**config.mk**
```make
export PLATFORM = sky130hd
export DESIGN_NAME = spi_master
export DESIGN_NICKNAME = d
export VERILOG_FILES = /design/src/rtl/spi_master.sv
export SDC_FILE = /design/constraint.sdc
export NUM_CORES = 1
export LEC_CHECK = 0
export CAP_MARGIN = 20
export CORE_ASPECT_RATIO = 0.75
export CORE_MARGIN = 10
export CORE_UTILIZATION = 30
export DETAILED_ROUTE_END_ITERATION = 7
export PLACE_DENSITY = 0.57
export SYNTH_ARGS = -nofsm -noshare
export SYNTH_HDL_FRONTEND = slang
export SYNTH_SLANG_ARGS = --single-unit
```
**constraint.sdc**
```tcl
create_clock -name sysclk -period 2.7 [get_ports sysclk]
set_clock_uncertainty 0.15 [all_clocks]
set_input_delay 0.54 -clock sysclk [delete_from_list [all_inputs] [get_ports sysclk]]
set_output_delay 0.54 -clock sysclk [all_outputs]
set_load 0.02 [all_outputs]
```
**src/rtl/spi_master.sv**
```systemverilog
// rtl/spi_master.sv - SPI mode-0 initiator with byte valid/ready host side and CS bursting
//
// Drives SCLK/MOSI/CS toward a peripheral and samples MISO, all on sysclk.
// Bytes go out MSB first. A byte offered in the burst window (last cycle of
// the 8th SCLK-high phase) follows with no CS gap and no setup time.
//
// Optional build: define SPI_MASTER_LOOPBACK_EN to add the iLoopback input.
// When iLoopback=1, MISO is taken from the registered MOSI pin value.
//
// Ports:
//   sysclk    in   system clock, everything on posedge
//   reset     in   synchronous active-high reset
//   iTxValid  in   host offers iTx
//   iTx       in   byte to transmit
//   oTxReady  out  iTx taken on this cycle when iTxValid is also high
//   oRxValid  out  one-cycle strobe, oRx holds a new byte
//   oRx       out  last received byte
//   oBusy     out  transfer machinery not idle
//   oSPIClk   out  SCLK, idles low
//   oSPIMOSI  out  MOSI
//   iSPIMISO  in   MISO, already synchronous to sysclk
//   iLoopback in   (SPI_MASTER_LOOPBACK_EN only) sample MOSI instead of MISO
//   oSPICS    out  chip select, active low
module spi_master #(
    parameter int CLK_DIV        = 4,
    parameter int CS_SETUP       = 2,
    parameter int CS_HOLD        = 2,
    parameter int MISO_LSB_FIRST = 1
) (
    input  logic       sysclk,
    input  logic       reset,
    input  logic       iTxValid,
    input  logic [7:0] iTx,
    output logic       oTxReady,
    output logic       oRxValid,
    output logic [7:0] oRx,
    output logic       oBusy,
    output logic       oSPIClk,
    output logic       oSPIMOSI,
    input  logic       iSPIMISO,
`ifdef SPI_MASTER_LOOPBACK_EN
    input  logic       iLoopback,
`endif
    output logic       oSPICS
);

    // One shared phase counter serves every timed state, so it must hold
    // the largest of the three phase lengths.
    localparam int MAX_A   = (CLK_DIV > CS_SETUP) ? CLK_DIV : CS_SETUP;
    localparam int CNT_MAX = (MAX_A > CS_HOLD) ? MAX_A : CS_HOLD;
    localparam int CNT_W   = $clog2(CNT_MAX + 1);

    localparam logic [CNT_W-1:0] DIV_LAST   = CNT_W'(CLK_DIV - 1);
    localparam logic [CNT_W-1:0] SETUP_LAST = CNT_W'(CS_SETUP - 1);
    localparam logic [CNT_W-1:0] HOLD_LAST  = CNT_W'(CS_HOLD - 1);

    typedef enum logic [2:0] {
        IDLE,
        SETUP,
        LOW,
        HIGH,
        HOLD,
        GAP
    } stateT;

    stateT            state, stateNext;
    logic [CNT_W-1:0] phaseCnt, phaseCntNext;
    logic [2:0]       bitCnt, bitCntNext;
    // MOSI pin itself holds the current bit; txShift holds the bits still to go.
    logic [6:0]       txShift, txShiftNext;
    // Seven bits of history; the eighth arrives on the completing edge.
    logic [6:0]       rxShift, rxShiftNext;
    logic [7:0]       rxNext;
    logic             rxValidNext;
    logic             txReadyNext;
    logic             csNext;
    logic             sclkNext;
    logic             mosiNext;

    logic             phaseLast;
    logic             accept;
    logic             misoBit;
    logic [7:0]       rxByte;

    assign accept = iTxValid & oTxReady;
    assign oBusy  = (state != IDLE);

`ifdef SPI_MASTER_LOOPBACK_EN
    assign misoBit = iLoopback ? oSPIMOSI : iSPIMISO;
`else
    assign misoBit = iSPIMISO;
`endif

    // Byte as it stands once the current MISO sample is folded in.
    assign rxByte = (MISO_LSB_FIRST != 0) ? {misoBit, rxShift}
                                          : {rxShift, misoBit};

    always_comb begin
        phaseLast = 1'b0;
        case (state)
            SETUP:     phaseLast = (phaseCnt == SETUP_LAST);
            LOW, HIGH: phaseLast = (phaseCnt == DIV_LAST);
            HOLD, GAP: phaseLast = (phaseCnt == HOLD_LAST);
            default:   phaseLast = 1'b0;
        endcase
    end

    always_comb begin
        stateNext    = state;
        phaseCntNext = phaseCnt + CNT_W'(1);
        bitCntNext   = bitCnt;
        txShiftNext  = txShift;
        rxShiftNext  = rxShift;
        rxNext       = oRx;
        rxValidNext  = 1'b0;
        csNext       = oSPICS;
        sclkNext     = oSPIClk;
        mosiNext     = oSPIMOSI;

        case (state)
            IDLE: begin
                phaseCntNext = '0;
                csNext       = 1'b1;
                sclkNext     = 1'b0;
                if (accept) begin
                    stateNext   = SETUP;
                    txShiftNext = iTx[6:0];
                    mosiNext    = iTx[7];
                    csNext      = 1'b0;
                    bitCntNext  = 3'd0;
                end
            end
            SETUP: begin
                if (phaseLast) begin
                    stateNext    = LOW;
                    phaseCntNext = '0;
                end
            end
            LOW: begin
                if (phaseLast) begin
                    stateNext    = HIGH;
                    phaseCntNext = '0;
                    sclkNext     = 1'b1;
                end
            end
            HIGH: begin
                if (phaseLast) begin
                    // Falling edge: sample MISO, advance MOSI, count the bit.
                    sclkNext     = 1'b0;
                    phaseCntNext = '0;
                    rxShiftNext  = (MISO_LSB_FIRST != 0) ? rxByte[7:1] : rxByte[6:0];
                    bitCntNext   = bitCnt + 3'd1;
                    if (bitCnt == 3'd7) begin
                        rxNext      = rxByte;
                        rxValidNext = 1'b1;
                        if (accept) begin
                            // Burst: next MSB goes out on this same falling edge.
                            stateNext   = LOW;
                            txShiftNext = iTx[6:0];
                            mosiNext    = iTx[7];
                        end else begin
                            stateNext = HOLD;
                            mosiNext  = 1'b0;
                        end
                    end else begin
                        stateNext   = LOW;
                        txShiftNext = {txShift[5:0], 1'b0};
                        mosiNext    = txShift[6];
                    end
                end
            end
            HOLD: begin
                if (phaseLast) begin
                    stateNext    = GAP;
                    phaseCntNext = '0;
                    csNext       = 1'b1;
                end
            end
            GAP: begin
                if (phaseLast) begin
                    stateNext    = IDLE;
                    phaseCntNext = '0;
                end
            end
            default: begin
                stateNext    = IDLE;
                phaseCntNext = '0;
                csNext       = 1'b1;
                sclkNext     = 1'b0;
                mosiNext     = 1'b0;
            end
        endcase

        // Ready is registered: raise it for the cycle the machine is about to
        // spend in IDLE, or for the final cycle of the eighth high phase.
        txReadyNext = (stateNext == IDLE) ||
                      ((stateNext == HIGH) && (bitCntNext == 3'd7) &&
                       (phaseCntNext == DIV_LAST));
    end

    always_ff @(posedge sysclk) begin
        if (reset) begin
            state    <= IDLE;
            phaseCnt <= '0;
            bitCnt   <= 3'd0;
            txShift  <= '0;
            rxShift  <= '0;
            oRx      <= 8'h00;
            oRxValid <= 1'b0;
            oTxReady <= 1'b0;
            oSPICS   <= 1'b1;
            oSPIClk  <= 1'b0;
            oSPIMOSI <= 1'b0;
        end else begin
            state    <= stateNext;
            phaseCnt <= phaseCntNext;
            bitCnt   <= bitCntNext;
            txShift  <= txShiftNext;
            rxShift  <= rxShiftNext;
            oRx      <= rxNext;
            oRxValid <= rxValidNext;
            oTxReady <= txReadyNext;
            oSPICS   <= csNext;
            oSPIClk  <= sclkNext;
            oSPIMOSI <= mosiNext;
        end
    end

endmodule
```
After elaboration in Yosys (flattened, before gate mapping)

Index checks and enable logic that the tools add are counted.

Add/sub/neg operators: 2
Equality and inequality tests: 15
Multiplexer cells: 30
Bitwise operators: 6
Reduce and logical (&&, ||, !) cells: 19

Operator list:

| kind                  | count |
|---|---|
| $mux W3               | 12 |
| $mux W7               | 3 |
| $pmux W3 S6           | 1 |
| $eq A3 B2 Y1 const B  | 5 |
| $pmux W7 S2           | 1 |
| $eq A3 B3 Y1 const B  | 4 |
| $pmux W1 S3           | 3 |
| $reduce_and A3 Y1     | 3 |
| $mux W1               | 8 |
| $ne A2 B2 Y1 const B  | 4 |
| $reduce_or A4 Y1      | 2 |
| $add A3 B1 Y3 const B | 2 |
| $eq A3 B1 Y1 const B  | 2 |
| $logic_not A3 Y1      | 2 |
| $pmux W3 S2           | 1 |
| $reduce_and A2 Y1     | 3 |
| $reduce_or A3 Y1      | 2 |
| $not A1 Y1            | 5 |
| $reduce_or A5 Y1      | 1 |
| $reduce_bool A3 Y1    | 1 |
| $logic_and A1 B1 Y1   | 2 |
| $pmux W1 S2           | 1 |
| $reduce_bool A2 Y1    | 1 |
| $reduce_or A2 Y1      | 1 |
| other kinds (2)       | 2 |

Register bits after elaboration: 36
Input port bits: 12

Logic depth before layout (Yosys ltp)

Gate-level depths: netlist of the first run.

Depth in word-level cells: 9
Mapped depth: 11

Worst setup path before layout of the first run

OpenSTA, ideal clock, no wires.

Kind: register to register
Start point: reg state[1]
End point: reg txShift[0]
Library setup time: 0.071 ns
Arrival time: 2.398 ns
Required time: 2.479 ns
Path slack: 0.081 ns
Cell stages (with the launch flop): 10
Buffers on the path: 1
Path through: dfxtp_1 > clkbuf_1 > inv_1 > ha_1 > nand2b_1 > a21o_1 > a211o_1 > and2_4 > or3_1 > a21oi_1

Cells in the longest elaborated chain, start to end: 5

RTL lines:

| element                                                               | line | source |
|---|---|---|
| from (decl)                                                           | 66   | `stateT state, stateNext;` |
| from (signal assigned)                                                | 215  | `state <= stateNext;` |
| $eq A3 B3 Y1, or another cell as far along                            | 100  | `case (state)` |
| $reduce_or A3 Y1 (no source line) or $reduce_or A2 Y1 (tied branches) | n/a  |  |
| $pmux W1 S2                                                           | 100  |  |
| $ne A2 B2 Y1 (no source line)                                         | n/a  |  |
| $reduce_and A2 Y1 (no source line)                                    | n/a  |  |
| to (signal assigned)                                                  | 218  | `txShift <= txShiftNext;` |
| to (decl)                                                             | 70   | `logic [6:0] txShift, txShiftNext;` |

Several ways; a longest one is shown, not always the timed one.
A chain may end at the register's enable or synchronous reset.

Final worst setup path of the first run

Same ends and word-level chain as after synthesis.

==> impl_metrics.csv, run 1 <==
group,metric,value,unit
setup_path,worstSetupPathType,"flip-flop to flip-flop",
route,drt-met1-wl,2.22,mm
setup_path,startpoint,"state[1]",
floorplanning,dieHeight,85.3,microns
grt,grt_antenna_before_repair,0,
setup_path,cpMaxStageDelayCell,"or3_1",
placement,dp_hpwl,3.00,mm
worst_hold_path,holdPathEnd,"rxShift[0]",
floorplanning,die_area,0.00913,sq mm
route,wl_per_cell,12.6,microns
clocking,cts.htree.levels,2,
clocking,cts_sinks,36,
placement,gp_congestion,0.876,
clocking,cts_root_buffer,"clkbuf_8",
route,dr.first_iter.drc_count,125,
setup_path,critPathLaunchType,"flip-flop",
setup_path,required,2.77,ns
grt,grt_pass1_wl,6.71,mm
floorplanning,start_util,31.4,%
power,power.leakage,0.736,nW
setup_path,crit_chain,"inv_1, ha_1, nand2b_1, a21o_1, a211o_1, and2_4, or3_1, a21oi_1",
sta,fin_crit,2.49,ns
setup_path,r2r_cells,8,
route,totalWireLength,4.13,mm
synthesis,netlist_area,0.00171,sq mm
finish,area_growth,25.2,%
sta,fin_tns_setup,0,ns
synthesis,synth_top_cells_by_area,"dfxtp_1 42%, a21oi_1 12%, nand2_1 9.5%",
setup_path,worstPathMaxFanout,14,
sta,fmax,401,MHz
synthesis,yosys_warnings,0,
synthesis,synthAdderAreaFrac,3.67,%
route,vias,1575,
finish,layout.nets,269,
grt,grt_max_degree,29,
clocking,insertion_delay,0.28,ns
clocking,cts_tree,"built",
clocking,cts_resized,0,
synthesis,synth_top_cell_by_area,"dfxtp_1",
setup_path,ff2ff_setup_slack,0.21,ns
synthesis,synth_edf_count,0,
sta,hold_viol,0,
sta,relSlewSlack,76.2,%
power,power.density,477,mW/mm^2
synthesis,syn_inst,224,
clocking,cts_hold_buf,0,
sta,hold_ws,0.307,ns
clocking,clkTransAtPathRegs,0.07,ns
power,ir_drop,0.209,mV
sta,rsz0062_at_grt,"false",
synthesis,muxShareOfSynthArea,0,%
sta,slew_viol_final,0,
sta,tightestPinTransition,0.357,ns
worst_hold_path,hold_depth,2,
route,routed-wl-met2,1.70,mm
clocking,post-cts-setup-buffers,0,
synthesis,yosysSeqAreaShare,42.3,%
grt,grt_util_all_layers,9.02,%
synthesis,synth.distinct_cells,35,
floorplanning,rows,23,
route,routed_via_density,4.82,
setup_path,r2r-start,"state[1]",
finish,diodes,0,
route,route.top_layer_used,"met4",
finish,final_common_cell,"nand2_1",
route,drc,0,
clocking,cts_buffers,5,
synthesis,synth-compound-area-share,21.9,%
route,drt_pass1_iterations,4,
setup_path,end_kind,"flip-flop",
worst_hold_path,min_from,"rxShift[0]",
synthesis,synth.top_cell.area_share,42.3,%
status,status,"finished, final reports clean",
finish,mostFrequentLayoutCells,"43 x nand2_1, 41 x a21oi_1, 36 x dfxtp_1",
synthesis,synth-simple-area-share,27.4,%
synthesis,syn_area_per_cell,7.61,sq um
sta,setup_viol,0,
setup_path,critPathMaxStageDelay,0.37,ns
clocking,max-clock-path-buffers,2,
job,maxCapViolCount,0,
synthesis,synthXorXnorAreaFrac,0.514,%
floorplanning,fp.dieW,107,microns
grt,grt_pass1_vias,1369,
synthesis,synth_top_family_by_area,"simple AND/OR/NAND/NOR gates",
floorplanning,core_region_area,0.00544,sq mm
sta,finalCritPeriodShare,92.3,%
setup_path,reg2reg_to,"txShift[0]",
synthesis,async_reset_ff_share,0,%
placement,io_buffers,25,
route,wl_met3,176,microns
synthesis,syn_nets,241,
setup_path,cp.arrival,2.56,ns
synthesis,ys_ff_latch,36,
grt,overflow,0,
floorplanning,io-pin-count,26,
finish,layout-drive-gt1-share,7.14,%
route,detail-route-antenna-nets,0,
worst_hold_path,hold_class,"flip-flop to flip-flop",
synthesis,synth_ff_type,"dfxtp_1",
## through the flow
step,total power [mW],area (sq um),utilization (%),instances,worst slack (ns)
3_3_place_gp,0.670,2060,37.8,320,0.333
4_1_cts,1.03,2140,39.3,327,0.197
5_1_grt,1.07,2140,39.3,327,0.0693
3_5_place_dp,0.670,2060,37.8,320,0.246
2_1_floorplan,0.630,1710,-,224,0.0814
6_report,1.02,2140,39.3,327,0.209
## synthesized netlist by cell type (all sizes together) (3+ instances only)
cell    count
ha          5
clkbuf     10
nand3      16
o21ai       4
a21oi      41
inv         4
nand2b      4
dfxtp      36
buf         3
nor3        6
nor2       21
nor2b       3
nand2      43
## area by class of cell
cell class	count	area [sq um]
Clock buffer	6	72.6
Clock inverter	1	5.00
Fill cell	557	3300
Inverter	4	15.0
Multi-Input combinational cell	171	911
Sequential cell	36	721
Tap cell	75	93.8
Timing Repair Buffer	34	318
## worst max-delay path, delay by kind of cell, from the launching register on
family	cells	cell delay, ns
buffers and inverters	1	0.09
AOI/OAI and AO/OA	3	0.72
adders and majority gates	1	0.36
DFF	1	0.33
and+or+nand+nor	3	0.77
## logic make-up after synthesis
logic type | after synthesis
buffers and inverters | 17
XOR/XNOR | 1
adder cells (fa/ha/maj) | 5
AND/OR/NAND/NOR | 103
flip-flops | 36
AO/OA/AOI/OAI | 62
## worst max path at each step
stage | endpoint | slack, ns | depth (start not counted)
6_report | txShift[0] | 0.21 | 8
5_1_grt | txShift[0] | 0.07 | 8
4_1_cts | oBusy | 0.20 | 3
3_5_place_dp | txShift[0] | 0.25 | 8
3_3_place_gp | txShift[0] | 0.33 | 8
2_1_floorplan | txShift[0] | 0.08 | 9
## power by group
| group | internal (mW) | switching [mW] |
|---|---|---|
| sequential | 0.541 | 0.00729 |
| clock | 0.175 | 0.184 |
| combinational | 0.0501 | 0.0601 |
| total | 0.767 | 0.252 |
## state kept, by name (all words and copies together), names as in the netlist
name,count
bitCnt,3
oRx,8
oRxValid,1
oSPICS,1
oSPIClk,1
oSPIMOSI,1
oTxReady,1
phaseCnt,3
rxShift,7
state,3
txShift,7
## layer usage
layer	global-route usage (%)	up-vias
met5	0	-
met4	2.58	0
met3	3.25	4
met2	12.1	26
met1	12.9	708
li1	-	837
Power figures use the tool's default switching activity.
==> inputs of run 2 (changes only) <==
--- a/config.mk
+++ b/config.mk
@@ -10,6 +10,7 @@
 export CORE_MARGIN = 10
 export CORE_UTILIZATION = 30
 export DETAILED_ROUTE_END_ITERATION = 7
+export GPL_ROUTABILITY_DRIVEN = 1
 export PLACE_DENSITY = 0.57
 export SYNTH_ARGS = -nofsm -noshare
 export SYNTH_HDL_FRONTEND = slang
==> results of run 2 <==
The final DEF is identical to that of run 1; final timing and power are the same.
==> inputs of run 3 (changes only) <==
--- a/config.mk
+++ b/config.mk
@@ -9,6 +9,7 @@
 export CORE_ASPECT_RATIO = 0.75
 export CORE_MARGIN = 10
 export CORE_UTILIZATION = 30
+export CTS_BUF_LIST = sky130_fd_sc_hd__clkbuf_16
 export DETAILED_ROUTE_END_ITERATION = 7
 export GPL_ROUTABILITY_DRIVEN = 1
 export PLACE_DENSITY = 0.57
==> run 3 against run 2 <==
  * Critical path depth unchanged
  * Register-to-register slack about the same
  * Non-clock buffer count unchanged
  * Largest power group unchanged
==> impl_metrics.csv, run 3 (synthesized netlist as in run 1, its figures left out) <==
group,metric,value,unit
status,status,"finished, final reports clean",
sta,relSlewSlack,76.0,%
sta,finalCritPeriodShare,92.2,%
finish,layout.nets,269,
power,power.density,543,mW/mm^2
setup_path,r2r-start,"state[1]",
power,power.leakage,0.766,nW
floorplanning,io-pin-count,26,
route,wl_per_cell,12.7,microns
setup_path,worstPathMaxFanout,14,
floorplanning,core_region_area,0.00544,sq mm
clocking,cts_sinks,36,
setup_path,critPathBufInv,1,
placement,io_buffers,25,
clocking,cts_hold_buf,0,
grt,grt_pass1_wl,6.79,mm
sta,slew_viol_final,0,
setup_path,startpoint,"state[1]",
worst_hold_path,min_from,"oRx[7]",
setup_path,end_kind,"flip-flop",
setup_path,critPathLaunchType,"flip-flop",
route,drc,0,
clocking,post-cts-setup-buffers,0,
finish,final_util,40.3,%
finish,fillers,548,
worst_hold_path,holdPathEnd,"oRx[7]",
sta,fin_tns_setup,0,ns
job,maxCapViolCount,0,
route,totalWireLength,4.14,mm
finish,largest_reg_flops,8,
route,routed_via_density,4.85,
clocking,cts_root_buffer,"clkbuf_16",
route,drt_pass1_iterations,4,
finish,layout-drive-gt1-share,7.14,%
grt,overflow,0,
clocking,cts_buffers,5,
floorplanning,dieHeight,85.3,microns
power,ir_drop,0.200,mV
grt,grt_util_all_layers,9.13,%
setup_path,worstSetupPathType,"flip-flop to flip-flop",
setup_path,path_delay_family,"simple AND/OR/NAND/NOR gates",
finish,top_register,"oRx",
setup_path,required,2.76,ns
finish,mostFrequentLayoutCells,"43 x nand2_1, 41 x a21oi_1, 36 x dfxtp_1",
worst_hold_path,hold_depth,2,
clocking,cts_tree,"built",
power,pwr-share-clk,44.6,%
sta,rsz0062_at_grt,"false",
floorplanning,die_area,0.00913,sq mm
sta,hold_viol,0,
setup_path,crit_chain,"inv_1, ha_1, nand2b_1, a21o_1, a211o_1, and2_4, or3_1, a21oi_1",
sta,fin_crit,2.49,ns
clocking,insertion_delay,0.27,ns
power,power.internal,0.923,mW
floorplanning,start_util,31.4,%
power,comb_power_share,9.2,%
sta,fmax,402,MHz
grt,grt_pass1_vias,1370,
worst_hold_path,hold_class,"flip-flop to flip-flop",
sta,setup_viol,0,
finish,reg_top3,"oRx x8, rxShift x7, txShift x7",
setup_path,cp.arrival,2.55,ns
setup_path,critPathMaxStageDelay,0.37,ns
clocking,clkTransAtPathRegs,0.05,ns
power,power_frac_seq,46.1,%
sta,tightestPinTransition,0.360,ns
sta,hold_ws,0.305,ns
power,p_sw,0.268,mW
setup_path,reg2reg_to,"txShift[0]",
clocking,cts_resized,0,
placement,gp_congestion,0.876,
finish,final_common_cell,"nand2_1",
clocking,max-clock-path-buffers,2,
route,vias,1586,
floorplanning,fp.dieW,107,microns
placement,dp_hpwl,3.00,mm
sta,fin_ws,0.211,ns
finish,diodes,0,
grt,grt_antenna_before_repair,0,
placement,place_ws,0.246,ns
clocking,cts.htree.levels,2,
finish,area_growth,28.5,%
route,detail-route-antenna-nets,0,
grt,grt_max_degree,29,
floorplanning,rows,23,
setup_path,cpMaxStageDelayCell,"or3_1",
route,dr.first_iter.drc_count,109,
setup_path,r2r_cells,8,
power,switching_share,22.5,%
setup_path,ff2ff_setup_slack,0.21,ns
run 3: cell types whose count changed in the layout (fill, tap and decap cells not counted):
cell	delta
inv_1	+1
clkbuf_1	-1
clkbuf_16	+5
clkbuf_8	-5
run 3: worst min-delay path, delay by kind of cell, from the launching register on:
kind	cells	cell delay (ns)
compound gates	1	0.05
flops	1	0.30
simple gates	1	0.05
run 3: metal layers:
metal | global-route usage, % | wire (microns)
met3 | 3.47 | 235
met1 | 12.6 | 2170
met4 | 2.94 | 46
met2 | 12.5 | 1690
met5 | 0 | 0
run 3: worst max path at each step:
stage,end,slack (ns),cells past startpoint
after floorplan,txShift[0],0.08,9
after global placement,txShift[0],0.33,8
after detailed placement,txShift[0],0.25,8
after CTS,oBusy,0.21,3
after global routing,txShift[0],0.07,8
final,txShift[0],0.21,8
run 3: final cells by class:
cell class | instances | area (sq um) | area share [%]
sequential | 36 | 721 | 32.9
timing repair buffer | 34 | 318 | 14.5
inverter | 4 | 15.0 | 0.685
clock buffer | 5 | 125 | 5.71
multi-input combinational | 171 | 911 | 41.6
tap | 75 | 93.8 | 4.28
clock inverter | 2 | 8.76 | 0.400
run 3: power by group through the flow:
stage / Clock [mW] / Combinational [mW] / Sequential [mW]
2_1_floorplan: 0 / 0.0673 / 0.562
3_3_place_gp: 0 / 0.110 / 0.561
3_5_place_dp: 0 / 0.109 / 0.561
4_1_cts: 0.549 / 0.110 / 0.549
5_1_grt: 0.571 / 0.122 / 0.551
6_report: 0.532 / 0.110 / 0.550
run 3: metrics by stage:
stage	cells	cell area, sq um	total power, mW
floorplan	224	1710	0.630
global placement	320	2060	0.670
global route	327	2190	1.24
detailed placement	320	2060	0.670
finish	327	2190	1.19
CTS	327	2190	1.21
